### src/rtl/mmu_pkg.sv
`default_nettype none
// ============================================================================
// Module      : mmu_pkg
// Description : Shared types and helpers for the N x N systolic-array feeder.
//               FSM state encoding, phase-length helpers and the signed
//               accumulator-to-output saturation function.
//               Optional build macro used by the design: MMU_FEEDER_RELU_EN.
// Revision    : 1.0 - initial release
// ============================================================================
package mmu_pkg;

    typedef enum logic [1:0] {
        IDLE  = 2'd0,
        FEED  = 2'd1,
        FLUSH = 2'd2,
        DRAIN = 2'd3
    } mmu_state_t;

    // Skewed wavefront length: the last lane starts N-1 steps late.
    function automatic int feed_cycles(input int n);
        return 2 * n - 1;
    endfunction

    // Cycles for the last wavefront to reach PE(N-1,N-1).
    function automatic int flush_cycles(input int n);
        return n;
    endfunction

    // Number of accumulators drained per pass.
    function automatic int out_cnt(input int n);
        return n * n;
    endfunction

    // Clamp a sign-extended accumulator into the signed dw-bit range.
    function automatic longint sat_acc(input longint v, input int dw);
        longint hi;
        longint lo;
        hi = (longint'(1) <<< (dw - 1)) - longint'(1);
        lo = -hi - longint'(1);
        if (v > hi) begin
            return hi;
        end else if (v < lo) begin
            return lo;
        end
        return v;
    endfunction

endpackage
`default_nettype wire

### src/rtl/mmu_out_sat.sv
`default_nettype none
// ============================================================================
// Module      : mmu_out_sat
// Description : Selects accumulator C[idx] from the flattened array bus and
//               saturates it to a signed DW-bit result. With the build macro
//               MMU_FEEDER_RELU_EN defined, negative results are forced to 0.
//               Output is zero whenever no result is being presented.
// Revision    : 1.0 - initial release
// ============================================================================
module mmu_out_sat
    import mmu_pkg::*;
#(
    parameter int N     = 2,
    parameter int DW    = 8,
    parameter int ACC_W = 18
) (
    input  logic [N*N*ACC_W-1:0]   c_flat,
    input  logic [$clog2(N*N)-1:0] idx,
    input  logic                   valid,
    output logic [DW-1:0]          data
);

    logic signed [ACC_W-1:0] c_sel;
`ifdef MMU_FEEDER_RELU_EN
    longint                  sat_v;
`endif

    // Combinational select, clamp and optional rectification of one result
    always_comb begin
        c_sel = c_flat[idx*ACC_W +: ACC_W];
`ifdef MMU_FEEDER_RELU_EN
        sat_v = sat_acc(longint'(c_sel), DW);
        data  = (!valid || (sat_v < 0)) ? '0 : DW'(sat_v);
`else
        data  = valid ? DW'(sat_acc(longint'(c_sel), DW)) : '0;
`endif
    end

endmodule
`default_nettype wire

### src/rtl/mmu_feeder_nxn.sv
`default_nettype none
// ============================================================================
// Module      : mmu_feeder_nxn
// Description : Feeds an N x N output-stationary systolic array with skewed
//               A/B wavefronts, waits for the last wavefront to settle, then
//               drains all N*N accumulators as saturated signed DW-bit
//               results over a valid/ready stream.
//               Optional build macro: MMU_FEEDER_RELU_EN (ReLU on results).
// Revision    : 1.0 - initial release
// ============================================================================
module mmu_feeder_nxn
    import mmu_pkg::*;
#(
    parameter int N     = 2,
    parameter int DW    = 8,
    parameter int ACC_W = 18
) (
    input  logic                   clk,
    input  logic                   rst_n,
    input  logic                   start,
    input  logic                   transpose,
    input  logic [N*N*DW-1:0]      weight_flat,
    input  logic [N*N*DW-1:0]      input_flat,
    input  logic [N*N*ACC_W-1:0]   c_flat,
    output logic                   clear,
    output logic [N*DW-1:0]        a_data,
    output logic [N*DW-1:0]        b_data,
    output logic                   busy,
    output logic                   out_valid,
    input  logic                   out_ready,
    output logic [DW-1:0]          out_data,
    output logic [$clog2(N*N)-1:0] out_idx,
    output logic                   done
);

    localparam int FEED_CYCLES  = feed_cycles(N);
    localparam int FLUSH_CYCLES = flush_cycles(N);
    localparam int OUT_CNT      = out_cnt(N);
    localparam int IW           = $clog2(OUT_CNT);
    localparam int CW           = $clog2(FEED_CYCLES + 1);

    mmu_state_t          state;
    mmu_state_t          state_nx;
    logic [CW-1:0]       cnt;
    logic [CW-1:0]       k_nx;
    logic [IW-1:0]       d;
    logic                done_q;
    logic [N*N*DW-1:0]   a_cap;
    logic [N*N*DW-1:0]   b_cap;
    logic                tr_cap;
    logic [N*N*DW-1:0]   a_src;
    logic [N*N*DW-1:0]   b_src;
    logic                tr_src;
    logic [N*DW-1:0]     a_nx;
    logic [N*DW-1:0]     b_nx;
    logic                last_hs;

    assign last_hs = (state == DRAIN) && out_ready && (d == IW'(OUT_CNT - 1));

    // State register
    always_ff @(posedge clk or negedge rst_n) begin
        if (!rst_n) begin
            state <= IDLE;
        end else begin
            state <= state_nx;
        end
    end

    // Next-state logic: fixed-length FEED/FLUSH, DRAIN ends on the last handshake
    always_comb begin
        state_nx = state;
        case (state)
            IDLE:    if (start) state_nx = FEED;
            FEED:    if (cnt == CW'(FEED_CYCLES - 1)) state_nx = FLUSH;
            FLUSH:   if (cnt == CW'(FLUSH_CYCLES - 1)) state_nx = DRAIN;
            DRAIN:   if (last_hs) state_nx = IDLE;
            default: state_nx = IDLE;
        endcase
    end

    // Output decode from the current state
    always_comb begin
        clear     = (state == IDLE);
        busy      = (state != IDLE);
        out_valid = (state == DRAIN);
    end

    // Phase counter: restarts on every state change, counts within FEED/FLUSH
    always_ff @(posedge clk or negedge rst_n) begin
        if (!rst_n) begin
            cnt <= '0;
        end else if (state_nx != state) begin
            cnt <= '0;
        end else if ((state == FEED) || (state == FLUSH)) begin
            cnt <= cnt + CW'(1);
        end else begin
            cnt <= '0;
        end
    end

    // Operand capture; a start outside IDLE is ignored
    always_ff @(posedge clk or negedge rst_n) begin
        if (!rst_n) begin
            a_cap  <= '0;
            b_cap  <= '0;
            tr_cap <= 1'b0;
        end else if ((state == IDLE) && start) begin
            a_cap  <= weight_flat;
            b_cap  <= input_flat;
            tr_cap <= transpose;
        end
    end

    // Skewed operand selection for the step that the next cycle presents.
    // On the start cycle the capture registers are not yet loaded, so the
    // live inputs are used directly for step 0.
    always_comb begin
        int t;
        t      = 0;
        a_nx   = '0;
        b_nx   = '0;
        a_src  = (state == IDLE) ? weight_flat : a_cap;
        b_src  = (state == IDLE) ? input_flat  : b_cap;
        tr_src = (state == IDLE) ? transpose   : tr_cap;
        k_nx   = (state == IDLE) ? '0 : cnt + CW'(1);
        if (state_nx == FEED) begin
            for (int l = 0; l < N; l++) begin
                t = int'(k_nx) - l;
                if ((t >= 0) && (t < N)) begin
                    a_nx[l*DW +: DW] = a_src[(l*N + t)*DW +: DW];
                    if (tr_src) begin
                        b_nx[l*DW +: DW] = b_src[(l*N + t)*DW +: DW];
                    end else begin
                        b_nx[l*DW +: DW] = b_src[(t*N + l)*DW +: DW];
                    end
                end
            end
        end
    end

    // Registered operand lanes
    always_ff @(posedge clk or negedge rst_n) begin
        if (!rst_n) begin
            a_data <= '0;
            b_data <= '0;
        end else begin
            a_data <= a_nx;
            b_data <= b_nx;
        end
    end

    // Drain index advances per handshake; done pulses after the final one
    always_ff @(posedge clk or negedge rst_n) begin
        if (!rst_n) begin
            d      <= '0;
            done_q <= 1'b0;
        end else begin
            done_q <= last_hs;
            if ((state == DRAIN) && out_ready) begin
                d <= last_hs ? '0 : d + IW'(1);
            end
        end
    end

    assign out_idx = d;
    assign done    = done_q;

    mmu_out_sat #(
        .N     (N),
        .DW    (DW),
        .ACC_W (ACC_W)
    ) u_out_sat (
        .c_flat (c_flat),
        .idx    (d),
        .valid  (out_valid),
        .data   (out_data)
    );

endmodule
`default_nettype wire

### config.mk
export PLATFORM = sky130hd
export DESIGN_NAME = mmu_feeder_nxn
export DESIGN_NICKNAME = d
export VERILOG_FILES = /design/src/rtl/mmu_pkg.sv /design/src/rtl/mmu_out_sat.sv /design/src/rtl/mmu_feeder_nxn.sv
export SDC_FILE = /design/constraint.sdc
export NUM_CORES = 1
export LEC_CHECK = 0
export CAP_MARGIN = 20
export CORE_MARGIN = 2
export CORE_UTILIZATION = 50
export DETAILED_ROUTE_END_ITERATION = 16
export GPL_TIMING_DRIVEN = 0
export HOLD_SLACK_MARGIN = 0.12
export PLACE_DENSITY = 0.95
export SYNTH_ARGS = -nofsm -noshare
export SYNTH_HDL_FRONTEND = slang
export SYNTH_SLANG_ARGS = --single-unit
### constraint.sdc
create_clock -name clk -period 4.5 [get_ports clk]
set_clock_uncertainty 0.15 [all_clocks]
set_input_delay 1.125 -clock clk [delete_from_list [all_inputs] [get_ports clk]]
set_output_delay 1.125 -clock clk [all_outputs]
set_load 0.05 [all_outputs]
# Word-level counts from Yosys, hierarchy flattened
# Index checks and enable logic that the tools add are counted.
[totals]
elab_cells = 70
output_inout_bits = 46
inputBits = 141
ff_bits = 104
[classes]
eq_ne = 8
add_sub_neg = 5
muxes = 26
magnitude_cmp = 6
n_shift = 7
multipliers = 1
n_reduce_logical = 8
[op_table]
columns = ["operator", "count"]
rows = [
  ["$shiftx 32x7->8", 3],
  ["$mux 8", 10],
  ["$shiftx 72x8->18", 1],
  ["$mux 32", 2],
  ["$shiftx 32x6->8", 2],
  ["$mux 16", 2],
  ["$shiftx 32x8->8", 1],
  ["$gt 18x8->1 const B", 1],
  ["$lt 18x8->1 const B", 1],
  ["$mux 2", 8],
  ["$eq 2x2->1 const B", 4],
  ["$pmux 2 s4", 1],
  ["$eq 2x1->1 const B", 3],
  ["$mul 2x4->6 const B", 1],
  ["$add 4x2->5 const B", 1],
  ["$logic_and 1x1->1", 5],
  ["$add 2x1->2 const B", 2],
  ["$add 3x3->4 const A", 1],
  ["$ge 3x1->1 const B", 1],
  ["$lt 3x3->1 const B", 1],
  ["$mux 1", 3],
  ["$sub 2x1->3 const B", 1],
  ["$ge 2x1->1 const B", 1],
  ["$logic_not 2->1", 1],
  ["4 further kinds", 4],
]

# Logic depth before layout (Yosys ltp)
[logic_depth]
depth_word = 8
depth_mapped = 11
mapped_depth_nobuf = 9

# By module
# From an unflattened synthesis, not the netlist that was laid out.
[hier_totals]
hier_cells = 495
hier_area_um2 = 5811.8
[by_module_without_submodules]
columns = ["mod", "seq_area_each_um2", "cells_per_inst", "area_per_inst_um2", "n_inst"]
rows = [
  ["mmu_feeder_nxn", 2602.5, 448, 5175.0, 1],
  ["mmu_out_sat", 0.0, 47, 636.9, 1],
]

# Least setup slack after synthesis
# Ideal clock, no wire load.
[synth_path]
kind = "input to output"
start = "input port c_flat[26]"
end = "output port out_data[0]"
n_path_buf = 0
required_ps = 3225
t_arrival_ps = 2664
stages = 5
slack_ps = 561
cell_sequence = "mux4_1 > nand4_1 > o31ai_1 > nand2_1 > a21oi_1"
[synth_via]
elab_chain_len = 6
elab_cells_between_ends = 8
classes_between = "order compare: 2; shift: 1; mux: 5"
[synth_rtl]
columns = ["element", "line", "source"]
rows = [
  ["start: declaration", "mmu_feeder_nxn.sv:24", "input logic [N*N*ACC_W-1:0] c_flat,"],
  ["$shiftx 72x8->18 *", "mmu_out_sat.sv:30", "c_sel = c_flat[idx*ACC_W +: ACC_W];"],
  ["$lt 18x8->1", "mmu_pkg.sv:42", "end else if (v < lo) begin"],
  ["$mux 1", "mmu_pkg.sv:42", ""],
  ["$mux 1", "mmu_pkg.sv:40", "if (v > hi) begin"],
  ["$mux 8 *", "mmu_pkg.sv:45", "return v;"],
  ["$mux 8 *", "mmu_out_sat.sv:35", "data = valid ? DW'(sat_acc(longint'(c_sel), DW)) : '0;"],
  ["end: declaration", "mmu_feeder_nxn.sv:31", "output logic [DW-1:0] out_data,"],
]
# Every way passes the cells marked *; elsewhere a longest branch is shown, timed or not.

# Final worst setup path
[layout_path]
start = "input port c_flat[12]"
end = "output port out_data[4]"
# The elaborated chain is that of the path after synthesis.

==> flow_summary.ini <==
[status]
outcome = finished clean

[setup_path]
rr_startpoint = cnt[0]
crit_path_start = c_flat[12]
r2r_slack_ns = 0.86
critPathKind = in2out
required_ns = 3.22
cp-start-kind = input port
worstSetupEndpointType = output pin
r2r-end = b_data[11]
endpoint = out_data[4]
r2r_cells = 10
cp_max_fo = 7
crit_arrival_ns = 3.19

[final_layout]
fill_cells = 713
drive_gt1_share_pct = 21.4
multi_input_area_sq_um = 2840
final_cell_mix = clkdlybuf4s50_1 (178), dfrtp_1 (104), mux2_2 (78), nor2_1 (51), mux2i_1 (48)
final_area_sq_um = 8010
fin_nets = 821
layout_commonest_cell = clkdlybuf4s50_1
area_growth_pct = 41.1
diodes = 0
register_area_sq_um = 2600

[global_routing]
grt-ovfl-total = 0
first_global_vias = 5214
track_usage_pct = 28.3
grt_max_degree = 54
grt_pass1_wl_um = 27200
antenna_found_initial = 0

[synthesis]
synth-simple-area-share_pct = 9.08
yosysWarnings = 0
synth_compound_area_share_pct = 7.39
synth_cells = 472
synth_fp_nets = 622
synth_top_family_by_area = multiplexers
synth.largest_area_cell = dfrtp_1
yosys.area_share.adder_pct = 1.98
ys_seq_area_share_pct = 45.9
synth-xor-area-share_pct = 0
yosys-top-cells-area = dfrtp_1 (46%), mux2_2 (15%), mux2i_1 (8.5%), mux4_1 (4.2%), mux4_2 (3.6%)
synth_area_per_cell_sq_um = 12.0
synthMuxAreaShare_pct = 31.7
synth_top_area_share_pct = 45.9
ys_ff_latch = 104
synthDistinctLibCells = 42
syn_area_sq_um = 5670

[route]
vias_per_cell = 5.87
wl_per_cell_um = 21.2
dr.first_iter.drc_count = 366
first_pass_iters = 6
wl_um = 17300
drtAntennaViolNets = 0
drc = 0
via_count = 4793

[power]
p_leak_nw = 3.41
ir_drop_v = 0.000377
power_density_nw_per_um2 = 736
totalPowerFinal_mw = 5.89

[timing]
slew_headroom_pct = 50.8
setup_viol = 0
finalHoldViolCount = 0
tightest_slew_ns = 0.739
hold_slack_ns = 0.357
fmax_mhz = 224
slew_viol_final = 0
fin_crit_ns = 4.46
rsz0062_at_grt = false
period_share_pct = 99.1

[floorplanning]
core-area_sq_um = 10900
row_count = 38
die_h_um = 111
initial_core_util_pct = 51.9
chipWidth_um = 111
io_pins = 187
dieArea_sq_um = 12200

[cts]
cts_num_sinks = 104
worstSkewPairLatency_ns = 0.34
cts_max_level = 3
cts_buffer_depth = 2
cts_tree = done
clkTransAtPathRegs_ns = 0.06
cts-root-buf = clkbuf_16
cts-hold-fix-buffers = 0
cts_buffers = 9

[worst_hold_path]
hp-start = a_cap[19]
hold_path.class = reg2reg

[placed_design]
io_buffers = 186
dpl-instance-area_sq_um = 7740
gp_congestion = 0.985
dp_hpwl_um = 12700

[run]
drv_cap = 0
-- flip-flops by register name, indices dropped and copies added, names as in the netlist --
| register | flops |
|---|---|
| a_cap | 32 |
| a_data | 16 |
| b_cap | 32 |
| b_data | 16 |
| cnt | 2 |
| done | 1 |
| out_idx | 2 |
| state | 2 |
| tr_cap | 1 |
-- synthesized netlist by cell type (all sizes together) --
cell,n
nor4,2
nand4,3
mux2i,48
nor3,2
buf,20
nand4b,1
nor2b,1
and2,1
inv,15
o211ai,7
a21boi,1
o41ai,1
mux2,78
o31ai,2
o21ai,20
clkbuf,10
and3,2
nand3b,1
ha,9
nand3,1
nor2,51
a31o,1
a21oi,27
o21a,2
a2111oi,1
a211oi,1
nand2,30
dfrtp,104
nor3b,9
mux4,18
o311ai,1
or2,2
-- critical path: stages --
cell and delay [ns]:
clkdlybuf4s50_1 0.48, mux4_2 0.52, nor4_2 0.31, a31o_2 0.30
a21oi_1 0.10, clkdlybuf4s15_2 0.34
-- per-stage QoR --
| stage | util, % | setup WS, ns | TNS, ns | instances |
|---|---|---|---|---|
| 2_1_floorplan | - | 0.561 | 0 | 472 |
| 3_3_place_gp | 70.5 | -1.59 | -167.05 | 798 |
| 3_5_place_dp | 70.7 | -0.429 | -2.62 | 799 |
| 4_1_cts | 73.4 | -0.0355 | -0.0455 | 815 |
| 5_1_grt | 73.2 | 0.00177 | 0 | 816 |
| 6_report | 73.2 | 0.0399 | 0 | 816 |
-- routing by layer --
| metal | GRT usage (%) | vias to the layer above | part of all wire (%) |
|---|---|---|---|
| li1 | - | 2091 | - |
| met3 | 4.77 | 45 | 5.9 |
| met5 | 0 | - | 0 |
| met4 | 12.5 | 0 | 2.8 |
| met1 | 31.8 | 2413 | 37 |
| met2 | 52.4 | 244 | 54 |
-- what timing repair did --
| action | 4_1_cts | 5_1_grt |
|---|---|---|
| pin swaps | 0 | 0 |
| gates resized for setup | 25 | 9 |
| endpoints found under the setup margin | 7 | 5 |
| hold endpoints to repair | 0 | 0 |
| setup buffers | 0 | 1 |
-- how the worst min path moves through the flow --
stage | end | slack (ns) | cells after the start
finish | a_cap[19] | 0.36 | 1
global placement | a_cap[7] | 0.33 | 1
detailed placement | a_cap[7] | 0.34 | 1
floorplan | a_cap[7] | 0.32 | 1
CTS | a_cap[19] | 0.36 | 1
global route | a_cap[9] | 0.37 | 1
-- power by group --
part	switching (mW)	internal [mW]
Clock	0.342	0.438
Combinational	1.97	1.53
Sequential	0.266	1.35
Total	2.57	3.32
-- cell type report --
cell class / instances / share of cell area, %
Multi-Input combinational cell: 323 / 35.5
Sequential cell: 104 / 32.5
Buffer: 30 / 2.12
Timing Repair Buffer: 188 / 23.3
Inverter: 15 / 0.703
Clock buffer: 15 / 3.59
Clock inverter: 1 / 0.109
Tap cell: 140 / 2.19
-- cell families after synthesis --
group | count (synthesis)
buffers and inverters | 45
AO/OA/AOI/OAI | 64
adder cells (fa/ha/maj) | 9
flip-flops | 104
multiplexers | 144
AND/OR/NAND/NOR | 106
(Power assumes the default switching activity.)
